File: config.mk
export PLATFORM = sky130hd
export DESIGN_NAME = vector_decode_stage_flat
export DESIGN_NICKNAME = d
export VERILOG_FILES = /design/src/rtl/vector_decode_stage_if.sv /design/src/rtl/vector_decode_stage.sv /design/src/flat_wrapper.sv
export SDC_FILE = /design/constraint.sdc
export NUM_CORES = 1
export LEC_CHECK = 0
export ABC_AREA = 1
export CORE_MARGIN = 10
export CORE_UTILIZATION = 35
export CTS_CLUSTER_SIZE = 30
export DETAILED_ROUTE_END_ITERATION = 8
export PLACE_DENSITY_LB_ADDON = 0.1
export SYNTH_ARGS = -nofsm -noshare
export SYNTH_HDL_FRONTEND = slang
export SYNTH_SLANG_ARGS = --single-unit
export TNS_END_PERCENT = 10
File: constraint.sdc
create_clock -name clk -period 19.3 [get_ports clk]
set_input_delay 3.86 -clock clk [delete_from_list [all_inputs] [get_ports clk]]
set_output_delay 3.86 -clock clk [all_outputs]
set_load 0.02 [all_outputs]
File: src/rtl/vector_decode_stage_if.sv
`default_nettype none
// +------------------------------------------------------------------+
// | vector_decode_stage_if                                           |
// | Fetch, write-back and ID/EX bundle of the vector ASIP ID stage.  |
// | Rev 1.0                                                          |
// +------------------------------------------------------------------+
interface vector_decode_stage_if #(
  parameter int REG_W    = 8,
  parameter int SEL_BITS = 2,
  parameter int VEC_LEN  = 4
);
  logic [15:0]              instr;
  logic                     in_valid;
  logic                     in_ready;
  logic                     ex_stall;
  logic                     flush;
  logic                     wb_en;
  logic                     wb_vec_en;
  logic [SEL_BITS-1:0]      wb_idx;
  logic [REG_W*VEC_LEN-1:0] wb_data;
  logic                     out_valid;
  logic [3:0]               op;
  logic [SEL_BITS-1:0]      rd;
  logic [7:0]               imm;
  logic [REG_W-1:0]         a_s;
  logic [REG_W-1:0]         b_s;
  logic [REG_W*VEC_LEN-1:0] a_v;
  logic [REG_W*VEC_LEN-1:0] b_v;
  logic                     mem_write;
  logic                     mem_read;
  logic [1:0]               wb_sel;
  logic                     reg_write_en;
  logic                     vreg_write_en;

  modport master (
    output instr, in_valid, ex_stall, flush, wb_en, wb_vec_en, wb_idx, wb_data,
    input  in_ready, out_valid, op, rd, imm, a_s, b_s, a_v, b_v,
           mem_write, mem_read, wb_sel, reg_write_en, vreg_write_en
  );

  modport slave (
    input  instr, in_valid, ex_stall, flush, wb_en, wb_vec_en, wb_idx, wb_data,
    output in_ready, out_valid, op, rd, imm, a_s, b_s, a_v, b_v,
           mem_write, mem_read, wb_sel, reg_write_en, vreg_write_en
  );
endinterface
`default_nettype wire

File: src/rtl/vector_decode_stage.sv
`default_nettype none
// +------------------------------------------------------------------+
// | vector_decode_stage                                              |
// | ID stage: decode, scalar/vector operand read with bypass,        |
// | load-use bubble, ID/EX register with stall and flush.            |
// | Rev 1.0                                                          |
// +------------------------------------------------------------------+
module vector_decode_stage #(
  parameter int REG_W     = 8,
  parameter int REG_COUNT = 4,
  parameter int SEL_BITS  = 2,
  parameter int VEC_LEN   = 4
) (
  input  logic                 clk,
  input  logic                 reset,
  vector_decode_stage_if.slave bus
);
  localparam int c_vecW = REG_W * VEC_LEN;

  localparam logic [3:0] c_opSalu = 4'h1;
  localparam logic [3:0] c_opLi   = 4'h2;
  localparam logic [3:0] c_opValu = 4'h3;
  localparam logic [3:0] c_opVld  = 4'h4;
  localparam logic [3:0] c_opVst  = 4'h5;

  typedef struct packed {
    logic                valid;
    logic [3:0]          op;
    logic [SEL_BITS-1:0] rd;
    logic [7:0]          imm;
    logic [REG_W-1:0]    aS;
    logic [REG_W-1:0]    bS;
    logic [c_vecW-1:0]   aV;
    logic [c_vecW-1:0]   bV;
    logic                memWrite;
    logic                memRead;
    logic [1:0]          wbSel;
    logic                regWe;
    logic                vregWe;
  } t_idEx;

  logic [REG_W-1:0]    r_sReg [REG_COUNT];
  logic [c_vecW-1:0]   r_vReg [REG_COUNT];
  t_idEx               r_idEx;
  t_idEx               w_next;

  logic [3:0]          w_op;
  logic [3:0]          w_rdField;
  logic [3:0]          w_rs1Field;
  logic [3:0]          w_rs2Field;
  logic [SEL_BITS-1:0] w_rd;
  logic [SEL_BITS-1:0] w_rs1;
  logic [SEL_BITS-1:0] w_rs2;
  logic                w_unusedIdxBits;
  logic                w_useRs1;
  logic                w_useRs2;
  logic                w_hazard;

  assign w_op       = bus.instr[15:12];
  assign w_rdField  = bus.instr[11:8];
  assign w_rs1Field = bus.instr[7:4];
  assign w_rs2Field = bus.instr[3:0];
  assign w_rd       = w_rdField[SEL_BITS-1:0];
  assign w_rs1      = w_rs1Field[SEL_BITS-1:0];
  assign w_rs2      = w_rs2Field[SEL_BITS-1:0];
  // Index bits above SEL_BITS are ignored by design.
  assign w_unusedIdxBits = ^{w_rdField, w_rs1Field, w_rs2Field};

  always_comb begin
    w_next       = '0;
    w_next.valid = 1'b1;
    w_next.op    = w_op;
    w_next.rd    = w_rd;
    w_next.imm   = bus.instr[7:0];
    // Same-cycle write-back forwarding into the operand read.
    w_next.aS    = (bus.wb_en && bus.wb_idx == w_rs1) ? bus.wb_data[REG_W-1:0] : r_sReg[w_rs1];
    w_next.bS    = (bus.wb_en && bus.wb_idx == w_rs2) ? bus.wb_data[REG_W-1:0] : r_sReg[w_rs2];
    w_next.aV    = (bus.wb_vec_en && bus.wb_idx == w_rs1) ? bus.wb_data : r_vReg[w_rs1];
    w_next.bV    = (bus.wb_vec_en && bus.wb_idx == w_rs2) ? bus.wb_data : r_vReg[w_rs2];
    w_useRs1     = 1'b0;
    w_useRs2     = 1'b0;
    case (w_op)
      c_opSalu: begin w_next.regWe = 1'b1; w_useRs1 = 1'b1; w_useRs2 = 1'b1; end
      c_opLi:   begin w_next.regWe = 1'b1; w_next.wbSel = 2'b10; end
      c_opValu: begin w_next.vregWe = 1'b1; w_useRs1 = 1'b1; w_useRs2 = 1'b1; end
      c_opVld:  begin
        w_next.memRead = 1'b1;
        w_next.wbSel   = 2'b01;
        w_next.vregWe  = 1'b1;
        w_useRs1       = 1'b1;
      end
      c_opVst:  begin w_next.memWrite = 1'b1; w_useRs1 = 1'b1; w_useRs2 = 1'b1; end
      default:  ;
    endcase
  end

  // Load-use: the load result is not forwardable yet, so one bubble covers it.
  assign w_hazard = r_idEx.valid && (r_idEx.op == c_opVld) && bus.in_valid &&
                    ((w_useRs1 && w_rs1 == r_idEx.rd) || (w_useRs2 && w_rs2 == r_idEx.rd));

  always_ff @(posedge clk or posedge reset) begin
    if (reset) begin
      for (int i = 0; i < REG_COUNT; i++) begin
        r_sReg[i] <= '0;
        r_vReg[i] <= '0;
      end
    end else begin
      if (bus.wb_en)     r_sReg[bus.wb_idx] <= bus.wb_data[REG_W-1:0];
      if (bus.wb_vec_en) r_vReg[bus.wb_idx] <= bus.wb_data;
    end
  end

  always_ff @(posedge clk or posedge reset) begin
    if (reset)                              r_idEx <= '0;
    else if (bus.flush)                     r_idEx <= '0;
    else if (bus.ex_stall)                  r_idEx <= r_idEx;
    else if (w_hazard || !bus.in_valid)     r_idEx <= '0;
    else                                    r_idEx <= w_next;
  end

  assign bus.in_ready      = !bus.ex_stall && !w_hazard;
  assign bus.out_valid     = r_idEx.valid;
  assign bus.op            = r_idEx.op;
  assign bus.rd            = r_idEx.rd;
  assign bus.imm           = r_idEx.imm;
  assign bus.a_s           = r_idEx.aS;
  assign bus.b_s           = r_idEx.bS;
  assign bus.a_v           = r_idEx.aV;
  assign bus.b_v           = r_idEx.bV;
  assign bus.mem_write     = r_idEx.memWrite;
  assign bus.mem_read      = r_idEx.memRead;
  assign bus.wb_sel        = r_idEx.wbSel;
  assign bus.reg_write_en  = r_idEx.regWe;
  assign bus.vreg_write_en = r_idEx.vregWe;
endmodule
`default_nettype wire

File: src/flat_wrapper.sv
// flat-port wrapper written by rule: the top's interface ports become plain ports
module vector_decode_stage_flat 
#(
  parameter int REG_W     = 8,
  parameter int REG_COUNT = 4,
  parameter int SEL_BITS  = 2,
  parameter int VEC_LEN   = 4
)
  (clk, reset, bus_instr, bus_in_valid, bus_ex_stall, bus_flush, bus_wb_en, bus_wb_vec_en, bus_wb_idx, bus_wb_data, bus_in_ready, bus_out_valid, bus_op, bus_rd, bus_imm, bus_a_s, bus_b_s, bus_a_v, bus_b_v, bus_mem_write, bus_mem_read, bus_wb_sel, bus_reg_write_en, bus_vreg_write_en);
  vector_decode_stage_if #(.REG_W(REG_W), .SEL_BITS(SEL_BITS), .VEC_LEN(VEC_LEN)) bus_i ();
  input  logic clk;
  input  logic reset;
  input wire logic [$bits(bus_i.instr)-1:0] bus_instr;
  input wire logic [$bits(bus_i.in_valid)-1:0] bus_in_valid;
  input wire logic [$bits(bus_i.ex_stall)-1:0] bus_ex_stall;
  input wire logic [$bits(bus_i.flush)-1:0] bus_flush;
  input wire logic [$bits(bus_i.wb_en)-1:0] bus_wb_en;
  input wire logic [$bits(bus_i.wb_vec_en)-1:0] bus_wb_vec_en;
  input wire logic [$bits(bus_i.wb_idx)-1:0] bus_wb_idx;
  input wire logic [$bits(bus_i.wb_data)-1:0] bus_wb_data;
  output wire logic [$bits(bus_i.in_ready)-1:0] bus_in_ready;
  output wire logic [$bits(bus_i.out_valid)-1:0] bus_out_valid;
  output wire logic [$bits(bus_i.op)-1:0] bus_op;
  output wire logic [$bits(bus_i.rd)-1:0] bus_rd;
  output wire logic [$bits(bus_i.imm)-1:0] bus_imm;
  output wire logic [$bits(bus_i.a_s)-1:0] bus_a_s;
  output wire logic [$bits(bus_i.b_s)-1:0] bus_b_s;
  output wire logic [$bits(bus_i.a_v)-1:0] bus_a_v;
  output wire logic [$bits(bus_i.b_v)-1:0] bus_b_v;
  output wire logic [$bits(bus_i.mem_write)-1:0] bus_mem_write;
  output wire logic [$bits(bus_i.mem_read)-1:0] bus_mem_read;
  output wire logic [$bits(bus_i.wb_sel)-1:0] bus_wb_sel;
  output wire logic [$bits(bus_i.reg_write_en)-1:0] bus_reg_write_en;
  output wire logic [$bits(bus_i.vreg_write_en)-1:0] bus_vreg_write_en;
  assign bus_i.instr = bus_instr;
  assign bus_i.in_valid = bus_in_valid;
  assign bus_i.ex_stall = bus_ex_stall;
  assign bus_i.flush = bus_flush;
  assign bus_i.wb_en = bus_wb_en;
  assign bus_i.wb_vec_en = bus_wb_vec_en;
  assign bus_i.wb_idx = bus_wb_idx;
  assign bus_i.wb_data = bus_wb_data;
  assign bus_in_ready = bus_i.in_ready;
  assign bus_out_valid = bus_i.out_valid;
  assign bus_op = bus_i.op;
  assign bus_rd = bus_i.rd;
  assign bus_imm = bus_i.imm;
  assign bus_a_s = bus_i.a_s;
  assign bus_b_s = bus_i.b_s;
  assign bus_a_v = bus_i.a_v;
  assign bus_b_v = bus_i.b_v;
  assign bus_mem_write = bus_i.mem_write;
  assign bus_mem_read = bus_i.mem_read;
  assign bus_wb_sel = bus_i.wb_sel;
  assign bus_reg_write_en = bus_i.reg_write_en;
  assign bus_vreg_write_en = bus_i.vreg_write_en;
  vector_decode_stage #(.REG_W(REG_W), .REG_COUNT(REG_COUNT), .SEL_BITS(SEL_BITS), .VEC_LEN(VEC_LEN)) u_core (.clk(clk), .reset(reset), .bus(bus_i));
endmodule
---- Word-level counts from Yosys, hierarchy flattened ----
Cells that the tools add are included.
operators by class
  equal/unequal tests ..................... 11
  bitwise gates (word level) .............. 3
  reduce and logical (&&, ||, !) cells .... 20
  magnitude comparators ................... 4
  muxes and demuxes ....................... 32
operators by type and width
  kind                number
  $mux 101            3
  $mux 32             7
  $bmux 32 s2         2
  $bwmux 128          1
  $demux 32 s2        1
  $mux 8              7
  $bmux 8 s2          2
  $bwmux 32           1
  $demux 8 s2         1
  $eq 4x3->1 const B  3
  $logic_and 1x1->1   11
  $ge 3x3->1 const B  3
  $not 2->3           3
  $eq 2x2->1          4
  $eq 4x2->1 const B  2
  $mux 1              6
  $eq 4x1->1 const B  1
  $pmux 2 s2          1
  $reduce_or 2->1     2
  $reduce_or 4->1     1
  $logic_not 1->1     3
  $lt 3x1->1 const B  1
  $reduce_or 3->1     1
  $logic_or 1x1->1    2
  $ne 2x1->1 const B  1
word-level totals
  input bits .............................. 57
  flip-flop bits (word level) ............. 261
  logic and storage cells ................. 91
  output and inout port bits .............. 102

---- Depth between registers and ports, before layout ----
  word-level depth ........................ 10
  gate-level depth with buffers ........... 11
  depth with buffers taken out ............ 9

---- Worst setup path before layout ----
No wires, ideal clock.
  kind .................................... input-to-output
  from .................................... input bus_instr[1]
  to ...................................... output bus_in_ready
  path slack .............................. 10.748 ns
  path buffers ............................ 1
  data arrival time ....................... 4.692 ns
  stages on the path ...................... 8
  required time ........................... 15.440 ns
  cell sequence ........................... buf_2 > inv_2 > nand2_1 > nand2_1 > nor2_1 > nand2_1 > nand2_1 > a21oi_1
between the ends
  word-level cells in the longest chain between the ends .. 6
ends and longest elaborated chain
  element             line                        RTL
  start: declaration  flat_wrapper.sv:13          input wire logic [$bits(bus_i.instr)-1:0] bus_instr;
  $eq 2x2->1          vector_decode_stage.sv:99   ((w_useRs1 && w_rs1 == r_idEx.rd) || (w_useRs2 && w_rs2 == r_idEx.rd));
  $logic_and 1x1->1   vector_decode_stage.sv:99
  $logic_or 1x1->1    vector_decode_stage.sv:99
  $logic_and 1x1->1   vector_decode_stage.sv:98   assign w_hazard = r_idEx.valid && (r_idEx.op == c_opVld) && bus.in_valid &&
  $logic_not 1->1     vector_decode_stage.sv:121  assign bus.in_ready = !bus.ex_stall && !w_hazard;
  $logic_and 1x1->1   vector_decode_stage.sv:121
  end: declaration    flat_wrapper.sv:21          output wire logic [$bits(bus_i.in_ready)-1:0] bus_in_ready;
No other way between the ends.

---- Worst setup path in the final report ----
  from .................................... input bus_instr[0]
  to ...................................... output bus_in_ready
Same word-level chain as after synthesis.

==> flow_summary.yaml <==
power_and_ir_drop:
  leakage_nw: 9.23
  p_per_area_nw_per_um2: 90.6
  ir_drop_mv: 0.0633
  power.total_mw: 1.55
grt:
  met1_usage_pct: 27.5
  grt_pass1_wl_um: 80400
  antenna_found_initial: 2
  grt_use_total_pct: 20.2
  top_usage_layer: "met2"
  grt_pass1_vias: 13717
  grt.met3_usage_pct: 3.48
  grt_start_max_net_pins: 177
  gr-total-overflow: 0
  grtUsageMet2_pct: 32.6
synth:
  postSynthCellCount: 2092
  synth-seq-cells: 260
  synth_largest_area_cell: "dfrtp_1"
  ys_warn_count: 0
  synth_top_cell_area_share_pct: 45.8
  avgSynthCellArea_um2: 6.79
  synthesis.nets: 2149
  ys_seq_area_share_pct: 45.8
  ys_types: 16
  netlist_top_cells_area: "dfrtp_1 46%, nand2_1 25%, nand3_1 9.5%"
  syn-cell-area_um2: 14200
cts:
  clkSlewWorstSetupHoldPaths_ns: 0.06
  cts-htree-levels: 1
  root_buffer: "clkbuf_16"
  numCtsBuffers: 31
  post_cts_buffers: 0
  cts_tree: "yes"
  cts-resized-gates: 0
  cts_buffer_depth: 3
  clk_latency_ns: 0.59
  clock_sinks: 260
  cts_hold_repair.buffers: 0
setup_path:
  worstPathRequired_ns: 15.44
  crit_chain: "buf_2 -> buf_4 -> clkinv_2 -> buf_4 -> nand2_1 -> nand2_1 -> nor2_1 -> nand2_1 -> nand2_1 -> a21oi_1 -> clkdlybuf4s50_1"
  slowest_delay_ns: 0.55
  path_max_fanout: 63
  path_common_cell: "nand2_1"
  critPathSlowestCell: "clkdlybuf4s50_1"
  path_class: "input pin to output port"
  cp.arrival_ns: 6.57
  end_kind: "output port"
  start_kind: "input pin"
finish:
  area_delta_synth_final_pct: 20.4
  fin_cells: 2705
  drive_above_1_share_pct: 4.17
  post-route-util_pct: 42.9
  n_antenna_cell: 0
  fin_nets: 2214
  fillers: 4155
floorplan:
  die_area_um2: 49100
  rows: 73
  start_util_pct: 35.6
  core_area_um2: 39900
  fp.dieH_um: 222
  ioPinCount: 159
  die_x_um: 222
routing:
  totalWireLength_um: 51000
  ant_nets: 0
  viasPerCell: 5.16
  drtIter0Drc: 1475
  drt_pass1_iterations: 5
  vias: 13959
  routedWlPerCell_um: 18.9
  drc: 0
timing:
  rsz0062_at_grt: "false"
  worst_pin_slew_ns: 1.16
  finalHoldViolCount: 0
  fmaxAchievable_ghz: 0.0958
  postLayoutSetupSlackWorst_ns: 8.87
  finalCritPeriodShare_pct: 54.1
  slew_violations: 0
  tns_ns: 0
  period_needed_ns: 10.43
  setup_viol: 0
  relSlewSlack_pct: 22.8
  skew_ns: 0.0222
placement:
  io_buffers: 156
  hpwlAfterDp_um: 29100
  dp_slack_ns: 8.90
  place_congestion: 0.793
  dpl.cell_count: 2649
outcome:
  status: "completed"
worst_hold_path:
  hold_path.class: "flop to flop"
flow_run:
  max_cap_viol_count: 0
## power by group
part / leakage, nW / switching (mW) / internal (mW)
Combinational: 5.34 / 0.210 / 0.106
Clock: 0.517 / 0.237 / 0.355
Sequential: 3.37 / 0.0331 / 0.608
## flip-flops by register name, summed over array words and instances (netlist names)
name                      count
u_core.bus.b_v               32
u_core.bus.op                 4
u_core.bus.reg_write_en       1
u_core.bus.a_s                8
u_core.bus.vreg_write_en      1
u_core.bus.imm                8
u_core.r_vReg               128
u_core.bus.b_s                8
u_core.bus.rd                 2
u_core.r_sReg                32
u_core.bus.out_valid          1
u_core.bus.mem_write          1
u_core.bus.wb_sel             2
u_core.bus.a_v               32
## final timing paths
check / startpoint / endpoint / slack, ns / depth (start not counted)
max: bus_instr[0] / bus_in_ready / 8.87 / 11
min: u_core.bus.a_v[27] / u_core.bus.a_v[27] / 0.48 / 2
max reg2reg: u_core.bus.rd[1] / u_core.bus.a_s[7] / 16.76 / 10
min reg2reg: u_core.bus.a_v[27] / u_core.bus.a_v[27] / 0.48 / 2
max in group asynchronous: reset / u_core.bus.b_v[18] / 14.06 / 3
min in group asynchronous: reset / u_core.bus.a_s[2] / 3.76 / 2
## per-layer routing
metal	vias to the layer above	part of all wire, %
met1	6654	46
met4	4	2.1
met5	-	0.041
li1	6719	-
met2	494	45
met3	88	6.9
## layout by cell type, fill, tap and decap left out, types with 2 or more instances in the layout
| master | instances |
|---|---|
| a21oi_1 | 2 |
| buf_2 | 5 |
| buf_4 | 21 |
| clkbuf_1 | 6 |
| clkbuf_16 | 31 |
| clkbuf_8 | 13 |
| clkdlybuf4s50_1 | 151 |
| clkinv_2 | 6 |
| dfrtp_1 | 260 |
| inv_1 | 203 |
| inv_2 | 2 |
| nand2_1 | 950 |
| nand3_1 | 268 |
| nand3_4 | 3 |
| nand4_1 | 81 |
| nor2_1 | 8 |
| o21ai_0 | 160 |
| xnor2_4 | 2 |
## cell type report
class	instances	area (um2)	area share, %
repair buffers	178	1710	10.0
clock buffers	50	977	5.71
flip-flops and latches	260	6510	38.0
well taps	525	657	3.84
clock inverters	6	58.8	0.344
inverters	208	791	4.62
multi-input cells	1478	6400	37.4
## synth_stat cells
library cell	number
a21oi_1	2
buf_1	8
buf_2	40
buf_4	1
clkbuf_1	97
dfrtp_1	260
inv_1	204
inv_2	4
nand2_1	951
nand2_2	1
nand3_1	271
nand4_1	81
nor2_1	9
nor3b_1	1
o21ai_0	160
xnor2_2	2
## cells by family after synthesis
| family | Yosys count | synth area share [%] |
|---|---|---|
| xor+xnor | 2 | 0.229 |
| compound gates | 162 | 5.70 |
| simple gates | 1314 | 38.6 |
| flops | 260 | 45.8 |
| buf+inv | 354 | 9.73 |
## metrics by stage
stage	instance area (um2)	hold slack, ns
detailed placement	16100	0.465
global route	17100	0.496
floorplan	14200	0.453
CTS	17100	0.481
global placement	16100	0.462
finish	17100	0.477
## worst max-delay path, delay by kind of cell
family                 cells  cell delay [ns]
buffers and inverters      5             2.09
AO/OA/AOI/OAI              1             0.08
AND/OR/NAND/NOR            5             0.49
Power figures use the tool's default switching activity.
